===== src/rtl/fetch_queue.sv =====
// fetch_queue: circular instruction-fetch buffer between fetch and decode.
// Each entry holds a {PC, instruction} pair. Flush has priority over push and pop.
// The head entry is presented combinationally, and pc_out/instr_out read 0 (nop) when empty.
// Optional feature: define FETCH_QUEUE_BYPASS_EN to add an empty-queue bypass.
// With the bypass, a push into an empty queue appears on the outputs in the same cycle.
// If decode pops in that same cycle, the entry is consumed without being stored.
module fetch_queue #(
    parameter int DEPTH = 4
) (
    input  logic        clk,
    input  logic        reset,
    input  logic        push,
    input  logic [31:0] push_pc,
    input  logic [31:0] push_instr,
    output logic        full,
    input  logic        pop,
    output logic        valid,
    output logic [31:0] pc_out,
    output logic [31:0] instr_out,
    input  logic        flush,
    output logic [3:0]  count
);

    // DEPTH is restricted to powers of two, so the pointers wrap by plain overflow.
    localparam int             AW        = $clog2(DEPTH);
    localparam logic [AW-1:0]  PTR_ONE   = AW'(1);
    localparam logic [3:0]     DEPTH_CNT = 4'(DEPTH);

    logic [63:0]   mem_q [DEPTH];
    logic [AW-1:0] wr_ptr_q, wr_ptr_d;
    logic [AW-1:0] rd_ptr_q, rd_ptr_d;
    logic [3:0]    count_q, count_d;

    logic stored_valid;
    logic pop_ok;
    logic push_ok;
    logic bypass_take;

    assign stored_valid = (count_q != 4'd0);
    assign full         = (count_q == DEPTH_CNT);
    assign count        = count_q;

    // Decide which of this cycle's requests are actually accepted at the edge
    always_comb begin
        bypass_take = 1'b0;
`ifdef FETCH_QUEUE_BYPASS_EN
        bypass_take = !stored_valid && push && pop && !flush;
`endif
        pop_ok  = pop && stored_valid && !flush;
        // A full queue can still take a push when the head leaves in the same cycle
        push_ok = push && !flush && !bypass_take && (!full || pop_ok);
    end

    // Next-state for pointers and occupancy
    always_comb begin
        wr_ptr_d = wr_ptr_q;
        rd_ptr_d = rd_ptr_q;
        count_d  = count_q;
        if (flush) begin
            wr_ptr_d = '0;
            rd_ptr_d = '0;
            count_d  = 4'd0;
        end else begin
            if (push_ok) begin
                wr_ptr_d = wr_ptr_q + PTR_ONE;
            end
            if (pop_ok) begin
                rd_ptr_d = rd_ptr_q + PTR_ONE;
            end
            if (push_ok && !pop_ok) begin
                count_d = count_q + 4'd1;
            end else if (!push_ok && pop_ok) begin
                count_d = count_q - 4'd1;
            end
        end
    end

    // Pointer and count registers; reset empties the queue immediately
    always_ff @(posedge clk or negedge reset) begin
        if (!reset) begin
            wr_ptr_q <= '0;
            rd_ptr_q <= '0;
            count_q  <= 4'd0;
        end else begin
            wr_ptr_q <= wr_ptr_d;
            rd_ptr_q <= rd_ptr_d;
            count_q  <= count_d;
        end
    end

    // Entry storage; contents are don't-care while empty, so no reset is needed
    always_ff @(posedge clk) begin
        if (push_ok) begin
            mem_q[wr_ptr_q] <= {push_pc, push_instr};
        end
    end

    // Head presentation: stored head first, otherwise optional bypass, otherwise nop
    always_comb begin
        valid     = stored_valid;
        pc_out    = 32'h0000_0000;
        instr_out = 32'h0000_0000;
        if (stored_valid) begin
            {pc_out, instr_out} = mem_q[rd_ptr_q];
        end
`ifdef FETCH_QUEUE_BYPASS_EN
        else if (reset && push && !flush) begin
            valid     = 1'b1;
            pc_out    = push_pc;
            instr_out = push_instr;
        end
`endif
    end

endmodule


===== config.mk =====
export PLATFORM = sky130hd
export DESIGN_NAME = fetch_queue
export DESIGN_NICKNAME = d
export VERILOG_FILES = /design/src/rtl/fetch_queue.sv
export SDC_FILE = /design/constraint.sdc
export NUM_CORES = 1
export LEC_CHECK = 0
export CAP_MARGIN = 20
export CORE_MARGIN = 4
export CORE_UTILIZATION = 40
export DETAILED_ROUTE_END_ITERATION = 7
export PLACE_DENSITY_LB_ADDON = 0.12
export SLEW_MARGIN = 20
export SYNTH_ARGS = -nofsm -noshare
export SYNTH_HDL_FRONTEND = slang
export SYNTH_SLANG_ARGS = --single-unit

===== constraint.sdc =====
create_clock -name clk -period 7.01 [get_ports clk]
set_input_delay 1.402 -clock clk [delete_from_list [all_inputs] [get_ports clk]]
set_output_delay 1.402 -clock clk [all_outputs]
set_load 0.01 [all_outputs]

* Yosys cells after proc, flatten, opt, wreduce, memory -nomap -nowiden
Memory sizes are Yosys's and may differ from the RTL's. Index checks and enable logic that the tools add are counted. Widths: inputs -> output; s select.
Storage, ports and cells: bits in writable memories 256, memories 1, bits in registers 8, bits of input ports 69
Memories:
- mem_q | words 4, bits a word 64, read ports 1, clocked after Yosys merged registers in 0, wr ports 1, line 29 | logic [63:0] mem_q [DEPTH];
Operators by class: reduce and logical (&&, ||, !) cells 15, add/subtract/negate cells 4, equal/unequal tests 1, multiplexer cells 11
Operators with widths (number):
- $mux 32 | 2
- $mux 4 | 3
- $mux 2 | 4
- $logic_and 1x1->1 | 6
- $add 2x1->2 const B | 2
- $add 4x1->4 const B | 1
- $eq 4x3->1 const B | 1
- $logic_not 1->1 | 4
- $reduce_bool 2->1 | 2
- $reduce_bool 4->1 | 1
- $sub 4x1->4 const B | 1
- $reduce_bool 3->1 | 1
- $mux 1 | 2
- $logic_or 1x1->1 | 1

* Logic depth before layout (Yosys ltp)
Gate-level depths: netlist (run 1).
depth after elaboration 10, mapped depth 8, gate-level depth less buffers 8

* Worst setup path before layout (run 1)
OpenSTA, ideal clock, no wires.
path type input port to flip-flop, start input port push, end memory mem_q[0][0] (enable), buffers on the path 0, data required time 6581 ps, data arrival time 3289 ps, stages on the path 3, path slack 3292 ps, cells stage by stage nor2b_1 -> o21a_1 -> and2_1
Between the ends: cells in the longest elaborated chain, start to end 4
RTL lines:
- start: declaration | line 12 | input logic push,
- $logic_and 1x1->1 (2 in series) | line 51 | push_ok = push && !flush && !bypass_take && (!full || pop_ok);
- $mux 1 | line 93 | if (push_ok) begin
- $mux 1 (not written as such) | line 94 | mem_q[wr_ptr_q] <= {push_pc, push_instr};
- end: declaration | line 29
No other way between the ends.

* Final worst setup path (run 1)
start register rd_ptr_q[0], end output port instr_out[23]
Between the ends: cells in the longest elaborated chain, start to end 2
RTL lines:
- start: declaration | line 31 | logic [AW-1:0] rd_ptr_q, rd_ptr_d;
- start signal: assignment | line 86 | rd_ptr_q <= rd_ptr_d;
- $mem_v2 4x64
- $mux 32 | line 103 | if (stored_valid) begin
- end: declaration | line 19 | output logic [31:0] instr_out,
No other way between the ends.

==> run_results.csv, run 1 <==
group,metric,value,unit
run_status,status,"finished, final reports clean",
critical_path,start_kind,"flop",
clock_tree,clock-sinks,264,
clock_tree,cts_max_level,1,
synth,synthesis.nets,545,
floorplanning,start_util,0.4066,
synth,main_combinational_cell_family_by_area_after_synthesis,"multiplexers",
sta,setup_repair_after_global_routing_missed_its_margin,"no",
job,cap_viol_max_count,0,
critical_path,ff_to_ff_setup_slack,4.41,ns
min_path,min_delay_path_depth,1,
global_routing,grt_first_pass_wirelength,31510,µm
critical_path,end_kind,"primary output",
sta,fin_tns_setup,0,ns
critical_path,cpPeakStageDelay,1.02,ns
global_routing,gr-usage-all-layers,0.1426,
finish,ant_diodes,0,
synth,synthMuxAreaShare,0.1462,
detailed_routing,drc_violations_left,0,
finish,area_delta_synth_final,25.82,%
critical_path,critical_path_cell_sequence,"buf_4 > mux4_2 > and2_1 > clkdlybuf4s50_1",
power,worst_ir_drop_vdd,0.2028,mV
critical_path,crit_required,5.61,ns
clock_tree,worst_skew_pair.late_latency,0.52,ns
floorplanning,fp.dieArea,28220,µm²
floorplanning,num_io_pins,139,
critical_path,worstPathArrival,3.38,ns
placed_design,placement.io_buffers,138,
clock_tree,cts_post_setup_buffers_inserted,0,
finish,final_nets,692,
sta,min_period,4.782,ns
sta,setup_viol,0,
clock_tree,clk_transition_reported_paths,0.06,ns
critical_path,worst-path-max-fanout,43,
synth,synth_simple_gate_area_share,0.05010,
synth,number_of_synthesized_flops_with_an_enable_pin,256,
clock_tree,numCtsBuffers,28,
finish,drive_above_1_share,0.1818,
synth,synth-compound-area-share,0.008432,
floorplanning,core,25180,µm²
synth,yosys_warnings,0,
detailed_routing,final_wirelength,19950,µm
critical_path,critPathKind,"flop to primary output",
synth,ys.flop_type,"sky130_fd_sc_hd__edfxtp_1",
synth,yosysTopAreaCell,"sky130_fd_sc_hd__edfxtp_1",
floorplanning,die_w,168.0,µm
sta,clock-skew-final,0.008467,ns
power,power.static_leakage,0.004086,µW
synth,synth_xor_area_frac,0.004277,
finish,final_cell_mix,"256 x sky130_fd_sc_hd__edfxtp_1, 138 x sky130_fd_sc_hd__clkdlybuf4s50_1, 64 x sky130_fd_sc_hd__mux4_2, 64 x sky130_fd_sc_hd__and2_1, 29 x sky130_fd_sc_hd__clkbuf_16",
sta,timing_hold_violations_final,0,
synth,yosys-top-cells-area,"sky130_fd_sc_hd__edfxtp_1 75%, sky130_fd_sc_hd__mux4_2 14%, sky130_fd_sc_hd__and2_1 4.2%, sky130_fd_sc_hd__dfrtp_1 2.0%, sky130_fd_sc_hd__ha_1 0.73%",
global_routing,global_route.overflow_total,0,
synth,yosysSeqAreaShare,0.7704,
detailed_routing,detail-route-antenna-nets,0,
synth,yosys.area.top_type_share,0.7508,
synth,mappedNetlistArea,10240,µm²
finish,mostFrequentLayoutCell,"sky130_fd_sc_hd__edfxtp_1",
global_routing,grt_antenna_before_repair,0,
floorplanning,die_y_extent,168.0,µm
detailed_routing,drt_first_iter_violations,238,
detailed_routing,dr_total_vias,4940,
clock_tree,maximum_number_of_buffers_from_clock_root_to_sink,3,
placed_design,detailed_place_hpwl,10810,µm
detailed_routing,route.detailed.wl_per_inst,20.61,µm
global_routing,maximum_number_of_pins_on_one_net_before_global_route_repair,68,
synth,asyncSetResetFlopFracSynth,0.03030,
sta,worst_max_slew_pin_slew,1.058,ns
synth,synth_cell_type_count,33,
critical_path,worstRegToRegCells,8,
detailed_routing,drt_pass1_iterations,4,
sta,fmax,209.1,MHz
synth,synth_adder_area_share,0.009288,
power,cellPowerDensity,356.0,nW/µm²
floorplanning,std_cell_rows,58,
clock_tree,cts_tree,"yes",
global_routing,grt_pass1_vias,5472,
clock_tree,root_buffer,"sky130_fd_sc_hd__clkbuf_16",
critical_path,slowest_cell_on_crit_path,"sky130_fd_sc_hd__dfrtp_4",
synth,synth_register_bits,264,
sta,final_max_slew_viols,0,
sta,relSlewSlack,0.2947,
placed_design,gp_congestion,0.7185,
finish,ff_latch_area,7895,µm²
finish,n_fill_cell,2025,
min_path,hold_path.class,"flop to flop",
finish,fin_util,0.5116,
synth,synth_cells,469,
synth,avgSynthCellArea,21.83,µm²
clock_tree,cts.repair.resized,0,
clock_tree,cts_hold_repair.buffers,0,
detailed_routing,route.detailed.vias_per_inst,5.103,
sta,finalCritPeriodShare,0.6822,
finish,multi_input_comb_area,2245,µm²
[state kept, by name (all words and copies together) (netlist names)]
| signal | flops |
|---|---|
| mem_q | 256 |
| count | 4 |
| wr_ptr_q | 2 |
| rd_ptr_q | 2 |
[where the power goes]
part	total (µW)	leakage [µW]	internal (µW)	switching, µW
Combinational	1220	0.00123	726	492
Clock	1430	0.000427	858	576
Sequential	1930	0.00242	1820	117
Total	4590	0.00409	3400	1190
[cells by family after synthesis]
group           Yosys count
mux                      69
flops                   264
buf+inv                  29
simple gates             84
xor+xnor                  5
compound gates           11
fa+ha+maj                 7
[cells in the mapped netlist (2+ instances only)]
| cell | instances |
|---|---|
| sky130_fd_sc_hd__mux4_2 | 64 |
| sky130_fd_sc_hd__a21oi_1 | 3 |
| sky130_fd_sc_hd__ha_1 | 6 |
| sky130_fd_sc_hd__edfxtp_1 | 256 |
| sky130_fd_sc_hd__mux2_1 | 3 |
| sky130_fd_sc_hd__buf_1 | 3 |
| sky130_fd_sc_hd__buf_2 | 6 |
| sky130_fd_sc_hd__clkbuf_1 | 13 |
| sky130_fd_sc_hd__nor2_1 | 6 |
| sky130_fd_sc_hd__nand2_1 | 2 |
| sky130_fd_sc_hd__xor2_1 | 4 |
| sky130_fd_sc_hd__and2_1 | 68 |
| sky130_fd_sc_hd__dfrtp_1 | 8 |
| sky130_fd_sc_hd__nand3_1 | 2 |
| sky130_fd_sc_hd__inv_1 | 7 |
[metal layers]
layer,track usage,vias to the layer above,routed length [µm]
met1,0.1839,2575,8284
met5,0,-,0
met4,0.03140,0,391
met2,0.2510,141,10170
met3,0.02958,26,1101
li1,-,2198,-
[worst max-delay path: cells and delay by family (launching register included)]
kind | cells | cell delay (ns)
buffers and inverters | 2 | 1.06
flip-flops | 1 | 1.02
multiplexers | 1 | 0.57
AND/OR/NAND/NOR | 1 | 0.19
[per-stage QoR]
| step | hold WS [ns] | area [µm²] | std cells | total power [µW] | setup WS, ns |
|---|---|---|---|---|---|
| CTS | 0.6132 | 12880 | 968 | 4674 | 2.064 |
| finish | 0.6043 | 12880 | 968 | 4586 | 2.228 |
| floorplan | 0.5546 | 10240 | 469 | 2581 | 3.292 |
| global route | 0.6413 | 12880 | 968 | 4822 | 1.898 |
| detailed placement | 0.5997 | 11970 | 916 | 3219 | 2.644 |
| global placement | 0.5667 | 11970 | 916 | 3213 | 2.635 |
[path summary, 6_finish.rpt]
path / to / start
setup reg to reg: count[2] / count[0]
hold / removal: wr_ptr_q[0] / wr_ptr_q[0]
hold reg to reg: wr_ptr_q[0] / wr_ptr_q[0]
setup / recovery: instr_out[23] / rd_ptr_q[0]
max in group asynchronous: rd_ptr_q[0] / reset
min in group asynchronous: count[1] / reset
[area by class of cell]
cell class	count	share of cell area
sequential	264	0.6129
multi-input combinational	176	0.1742
timing repair buffer	139	0.1078
clock buffer	41	0.06138
tap	330	0.03205
clock inverter	11	0.009615
inverter	7	0.002040
Note: power is estimated with default switching activity, not from simulation.
==> inputs of run 2 (changes only) <==
- clock period: 7.01 -> 4.7 ns (I/O delays scaled with it)
==> run 2 against run 1 <==
Against the previous run: final cell count increased by 0.72%; clock-buffer cell count decreased by 7; combinational power increased by 57%; largest power group unchanged; final area increased by 0.63%; sequential share of layout area decreased by 0.38 points; clock power increased by 49%; worst hold slack about the same; worst setup slack got worse by 1.3 ns.
==> run_results.csv, run 2 (synthesis gave the netlist of run 1 again) <==
group,metric,value,unit
power,worst_ir_drop_vdd,0.3731,mV
finish,drive_above_1_share,0.1907,
detailed_routing,dr_total_vias,4958,
power,totalPowerFinal,6860,µW
critical_path,crit_required,3.76,ns
global_routing,grt_pass1_vias,5564,
sta,fin_tns_setup,0,ns
sta,final_max_slew_viols,0,
critical_path,worstPathArrival,2.78,ns
floorplanning,die_y_extent,168.0,µm
global_routing,grt_antenna_before_repair,0,
sta,finalCritPeriodShare,0.7921,
finish,finalInstanceArea,12960,µm²
min_path,hold_path.class,"flop to flop",
finish,multi_input_comb_area,2245,µm²
job,cap_viol_max_count,0,
global_routing,gr-usage-all-layers,0.1442,
floorplanning,std_cell_rows,58,
sta,relSlewSlack,0.3009,
sta,worst_max_slew_pin_slew,1.049,ns
clock_tree,clock-sinks,264,
finish,final_nets,699,
global_routing,grt_first_pass_wirelength,31840,µm
clock_tree,numCtsBuffers,28,
critical_path,end_kind,"primary output",
sta,setup_repair_after_global_routing_missed_its_margin,"no",
sta,min_period,3.723,ns
detailed_routing,route.detailed.vias_per_inst,5.085,
finish,ff_latch_area,7895,µm²
clock_tree,maximum_number_of_buffers_from_clock_root_to_sink,3,
critical_path,critPathKind,"flop to primary output",
floorplanning,die_w,168.0,µm
sta,fin_worst_hold_slack,0.6046,ns
detailed_routing,drt_pass1_iterations,6,
finish,ant_diodes,0,
sta,clock-skew-final,0.01654,ns
sta,timing_hold_violations_final,0,
sta,setup_viol,0,
critical_path,ff_to_ff_setup_slack,2.07,ns
finish,largest_register_ffs,256,
run_status,status,"finished, final reports clean",
detailed_routing,drt_first_iter_violations,306,
finish,mostFrequentLayoutCell,"sky130_fd_sc_hd__edfxtp_1",
clock_tree,clk_transition_reported_paths,0.06,ns
finish,final_cell_mix,"256 x sky130_fd_sc_hd__edfxtp_1, 138 x sky130_fd_sc_hd__clkdlybuf4s50_1, 64 x sky130_fd_sc_hd__mux4_2, 64 x sky130_fd_sc_hd__and2_1, 29 x sky130_fd_sc_hd__clkbuf_16",
detailed_routing,drc_violations_left,0,
floorplanning,core,25180,µm²
placed_design,pre_cts_slack,1.224,ns
sta,fmax,268.6,MHz
detailed_routing,detail-route-antenna-nets,0,
clock_tree,cts_post_setup_buffers_inserted,0,
clock_tree,cts_tree,"yes",
floorplanning,num_io_pins,139,
placed_design,place_area,12060,µm²
clock_tree,cts_hold_repair.buffers,0,
detailed_routing,route.detailed.wl_per_inst,20.89,µm
placed_design,detailed_place_hpwl,11980,µm
placed_design,placement.io_buffers,138,
clock_tree,cts_max_level,1,
finish,area_delta_synth_final,26.62,%
global_routing,global_route.overflow_total,0,
clock_tree,cts.repair.resized,0,
critical_path,worst-path-max-fanout,65,
clock_tree,worst_skew_pair.late_latency,0.53,ns
placed_design,gp_congestion,0.7195,
power,cellPowerDensity,529.2,nW/µm²
power,power.static_leakage,0.004157,µW
finish,largest-register,"mem_q",
clock_tree,root_buffer,"sky130_fd_sc_hd__clkbuf_16",
detailed_routing,final_wirelength,20360,µm
finish,n_fill_cell,2019,
floorplanning,fp.dieArea,28220,µm²
sta,final_critical_path_setup_slack,0.9769,ns
floorplanning,start_util,0.4066,
critical_path,start_kind,"flop",
global_routing,maximum_number_of_pins_on_one_net_before_global_route_repair,68,
==> run 2: cell count changes in the layout (fill, tap and decap cells not counted), sizes merged <==
cell      delta
clkinvlp     -5
buf          +7
bufinv       +1
clkbuf       -7
clkinv      +11
==> run 2: final cells by class <==
type / instances / area share
clock inverter: 18 / 0.01245
clock buffer: 34 / 0.05743
timing repair buffer: 146 / 0.1141
inverter: 7 / 0.002027
tap: 330 / 0.03185
sequential: 264 / 0.6090
multi-input combinational: 176 / 0.1731
==> run 2: worst max-delay path: stages (launching register included) <==
cell and delay (ns):
sky130_fd_sc_hd__dfrtp_4 1.12, sky130_fd_sc_hd__mux4_2 0.37, sky130_fd_sc_hd__and2_1 0.19, sky130_fd_sc_hd__clkdlybuf4s50_1 0.56
==> run 2: power by group <==
group,leakage (µW),switching [µW],internal [µW],total [µW]
Combinational,0.00128,814,1100,1910
Sequential,0.00242,103,2710,2810
Clock,0.000451,847,1290,2130
Total,0.00416,1760,5100,6860
==> run 2: final timing paths <==
path                             startpoint             to  cells past startpoint
worst max-delay path            rd_ptr_q[1]  instr_out[23]                      3
worst min-delay path            wr_ptr_q[0]    wr_ptr_q[0]                      1
worst max register to register     count[0]       count[2]                      8
worst min register to register  wr_ptr_q[0]    wr_ptr_q[0]                      1
max in group asynchronous             reset    rd_ptr_q[0]                      1
min in group asynchronous             reset    wr_ptr_q[0]                      1
==> run 2: per-layer routing <==
| layer | routed length [µm] | part of all wire | up-vias | track usage |
|---|---|---|---|---|
| met1 | 8415 | 0.41 | 2585 | 0.1861 |
| met5 | 0 | 0 | - | 0 |
| met4 | 370 | 0.018 | 0 | 0.03176 |
| met3 | 1071 | 0.053 | 32 | 0.03287 |
| met2 | 10510 | 0.52 | 128 | 0.2516 |
| li1 | - | - | 2213 | - |
==> run 2: through the flow <==
step	utilization	instances
6_report	0.5148	975
5_1_grt	0.5148	975
4_1_cts	0.5148	975
3_5_place_dp	0.4788	923
3_3_place_gp	0.4788	923
2_1_floorplan	-	469
==> inputs of run 3 (changes only) <==
- clock period: 4.7 -> 3.34 ns (I/O delays scaled with it)
==> run 3 against run 2 <==
Against the previous run: clock power rose by 37%; non-clock buffer count rose by 6; global-route usage rose by 0.28 points; sequential share of layout area fell by 0.50 points; clock-buffer cell count rose by 6; via count rose by 1.3%; first-iteration DRC count rose by 13%; worst setup slack got worse by 0.86 ns; critical path type unchanged.
==> run_results.csv, run 3 (synthesis gave the netlist of run 1 again) <==
group,metric,value,unit
global_routing,gr-usage-all-layers,0.1470,
sta,setup_repair_after_global_routing_missed_its_margin,"no",
sta,fin_tns_setup,0,ns
finish,mostFrequentLayoutCell,"sky130_fd_sc_hd__edfxtp_1",
floorplanning,die_y_extent,168.0,µm
global_routing,maximum_number_of_pins_on_one_net_before_global_route_repair,53,
sta,timing_hold_violations_final,0,
clock_tree,worst_skew_pair.late_latency,0.52,ns
critical_path,critPathKind,"flop to primary output",
finish,largest-register,"mem_q",
min_path,hold_path.class,"input port to async pin",
sta,worst_max_slew_pin_slew,0.6909,ns
critical_path,start_kind,"flop",
detailed_routing,drt_pass1_iterations,4,
clock_tree,cts_tree,"yes",
global_routing,global_route.overflow_total,0,
job,cap_viol_max_count,0,
placed_design,detailed_place_hpwl,11610,µm
sta,finalCritPeriodShare,0.9649,
global_routing,grt_pass1_vias,5545,
clock_tree,numCtsBuffers,28,
global_routing,grt_antenna_before_repair,1,
critical_path,worstPathArrival,2.55,ns
sta,min_period,3.223,ns
sta,setup_viol,0,
floorplanning,core,25180,µm²
run_status,status,"finished, final reports clean",
detailed_routing,detail-route-antenna-nets,0,
floorplanning,die_w,168.0,µm
floorplanning,num_io_pins,139,
sta,relSlewSlack,0.5334,
clock_tree,clock-sinks,264,
clock_tree,clk_transition_reported_paths,0.06,ns
finish,drive_above_1_share,0.1957,
critical_path,cpPeakStageDelay,0.80,ns
finish,final_nets,706,
floorplanning,std_cell_rows,58,
finish,finalInstanceArea,13070,µm²
sta,fmax,310.3,MHz
sta,fin_worst_hold_slack,0.4492,ns
placed_design,place_area,12150,µm²
detailed_routing,drt_first_iter_violations,345,
placed_design,placement.io_buffers,138,
detailed_routing,route.detailed.wl_per_inst,21.18,µm
clock_tree,root_buffer,"sky130_fd_sc_hd__clkbuf_16",
power,cellPowerDensity,740.8,nW/µm²
power,power.static_leakage,0.004192,µW
detailed_routing,final_wirelength,20760,µm
detailed_routing,route.detailed.vias_per_inst,5.127,
critical_path,critical_path_cell_sequence,"or4_4 > and2_1 > clkdlybuf4s50_1",
clock_tree,maximum_number_of_buffers_from_clock_root_to_sink,3,
finish,largest_register_ffs,256,
critical_path,slowest_cell_on_crit_path,"sky130_fd_sc_hd__or4_4",
floorplanning,start_util,0.4066,
detailed_routing,drc_violations_left,0,
placed_design,gp_congestion,0.7212,
finish,final_cell_mix,"256 x sky130_fd_sc_hd__edfxtp_1, 138 x sky130_fd_sc_hd__clkdlybuf4s50_1, 64 x sky130_fd_sc_hd__mux4_2",
clock_tree,cts_max_level,1,
critical_path,end_kind,"primary output",
detailed_routing,dr_total_vias,5024,
sta,clock-skew-final,0.007582,ns
critical_path,worst-path-max-fanout,34,
clock_tree,cts_hold_repair.buffers,0,
floorplanning,fp.dieArea,28220,µm²
finish,area_delta_synth_final,27.68,%
global_routing,grt_first_pass_wirelength,32380,µm
power,worst_ir_drop_vdd,0.4856,mV
critical_path,crit_required,2.67,ns
sta,final_max_slew_viols,0,
finish,n_fill_cell,2007,
## run 3: power breakdown
group | total, µW | internal [µW] | switching (µW)
Sequential | 3930 | 3810 | 113
Clock | 2920 | 1770 | 1150
Combinational | 2830 | 1600 | 1230
Total | 9680 | 7190 | 2490
## run 3: worst max-delay path: cells and delay by family (launching register included)
family | cells | cell delay [ns]
flip-flops | 1 | 0.48
AND/OR/NAND/NOR | 2 | 1.06
buffers and inverters | 1 | 0.48
## run 3: per-stage QoR
step / cells / utilization / setup WS (ns) / power [µW]
5_1_grt: 980 / 0.5191 / 0.007437 / 10200
4_1_cts: 978 / 0.5179 / 0.001317 / 9824
6_report: 980 / 0.5191 / 0.1172 / 9684
2_1_floorplan: 469 / - / 0.3557 / 5418
3_3_place_gp: 928 / 0.4823 / 0.4305 / 6762
3_5_place_dp: 928 / 0.4823 / 0.2334 / 6792
## run 3: routing by layer
| layer | track usage | routed length (µm) | up-vias |
|---|---|---|---|
| met3 | 0.03358 | 1151 | 38 |
| met1 | 0.1907 | 8523 | 2610 |
| met2 | 0.2530 | 10640 | 145 |
| met4 | 0.03670 | 442 | 0 |
| li1 | - | - | 2231 |
| met5 | 0 | 0 | - |
## run 3: area by class of cell
| type | count | area [µm²] | share of cell area |
|---|---|---|---|
| inverter | 7 | 26.28 | 0.002010 |
| timing repair buffer | 152 | 1599 | 0.1223 |
| multi-input combinational | 177 | 2258 | 0.1728 |
| sequential | 264 | 7896 | 0.6040 |
| tap | 330 | 412.9 | 0.03159 |
| clock buffer | 40 | 787.0 | 0.06020 |
| antenna | 1 | 2.502 | 0.0001914 |
| clock inverter | 9 | 90.09 | 0.006891 |
## run 3: worst paths after layout
kind | slack, ns | cells after the start | startpoint | endpoint
hold reg to reg | 0.60 | 1 | wr_ptr_q[0] | wr_ptr_q[0]
setup / recovery | 0.12 | 3 | count[2] | pc_out[2]
min in group clk | 0.60 | 1 | wr_ptr_q[0] | wr_ptr_q[0]
max in group asynchronous | 2.56 | 1 | reset | rd_ptr_q[0]
hold / removal | 0.45 | 1 | reset | count[2]
setup reg to reg | 0.55 | 8 | count[1] | count[3]
## run 3: what timing repair did
| action | 4_1_cts | 5_1_grt |
|---|---|---|
| setup endpoints to repair | 62 | 34 |
| pin swaps | 1 | 1 |
| cloned | 1 | 1 |
| gates resized for setup | 2 | 2 |
| setup buffers | 0 | 0 |
| endpoints found under the hold margin | 0 | 0 |
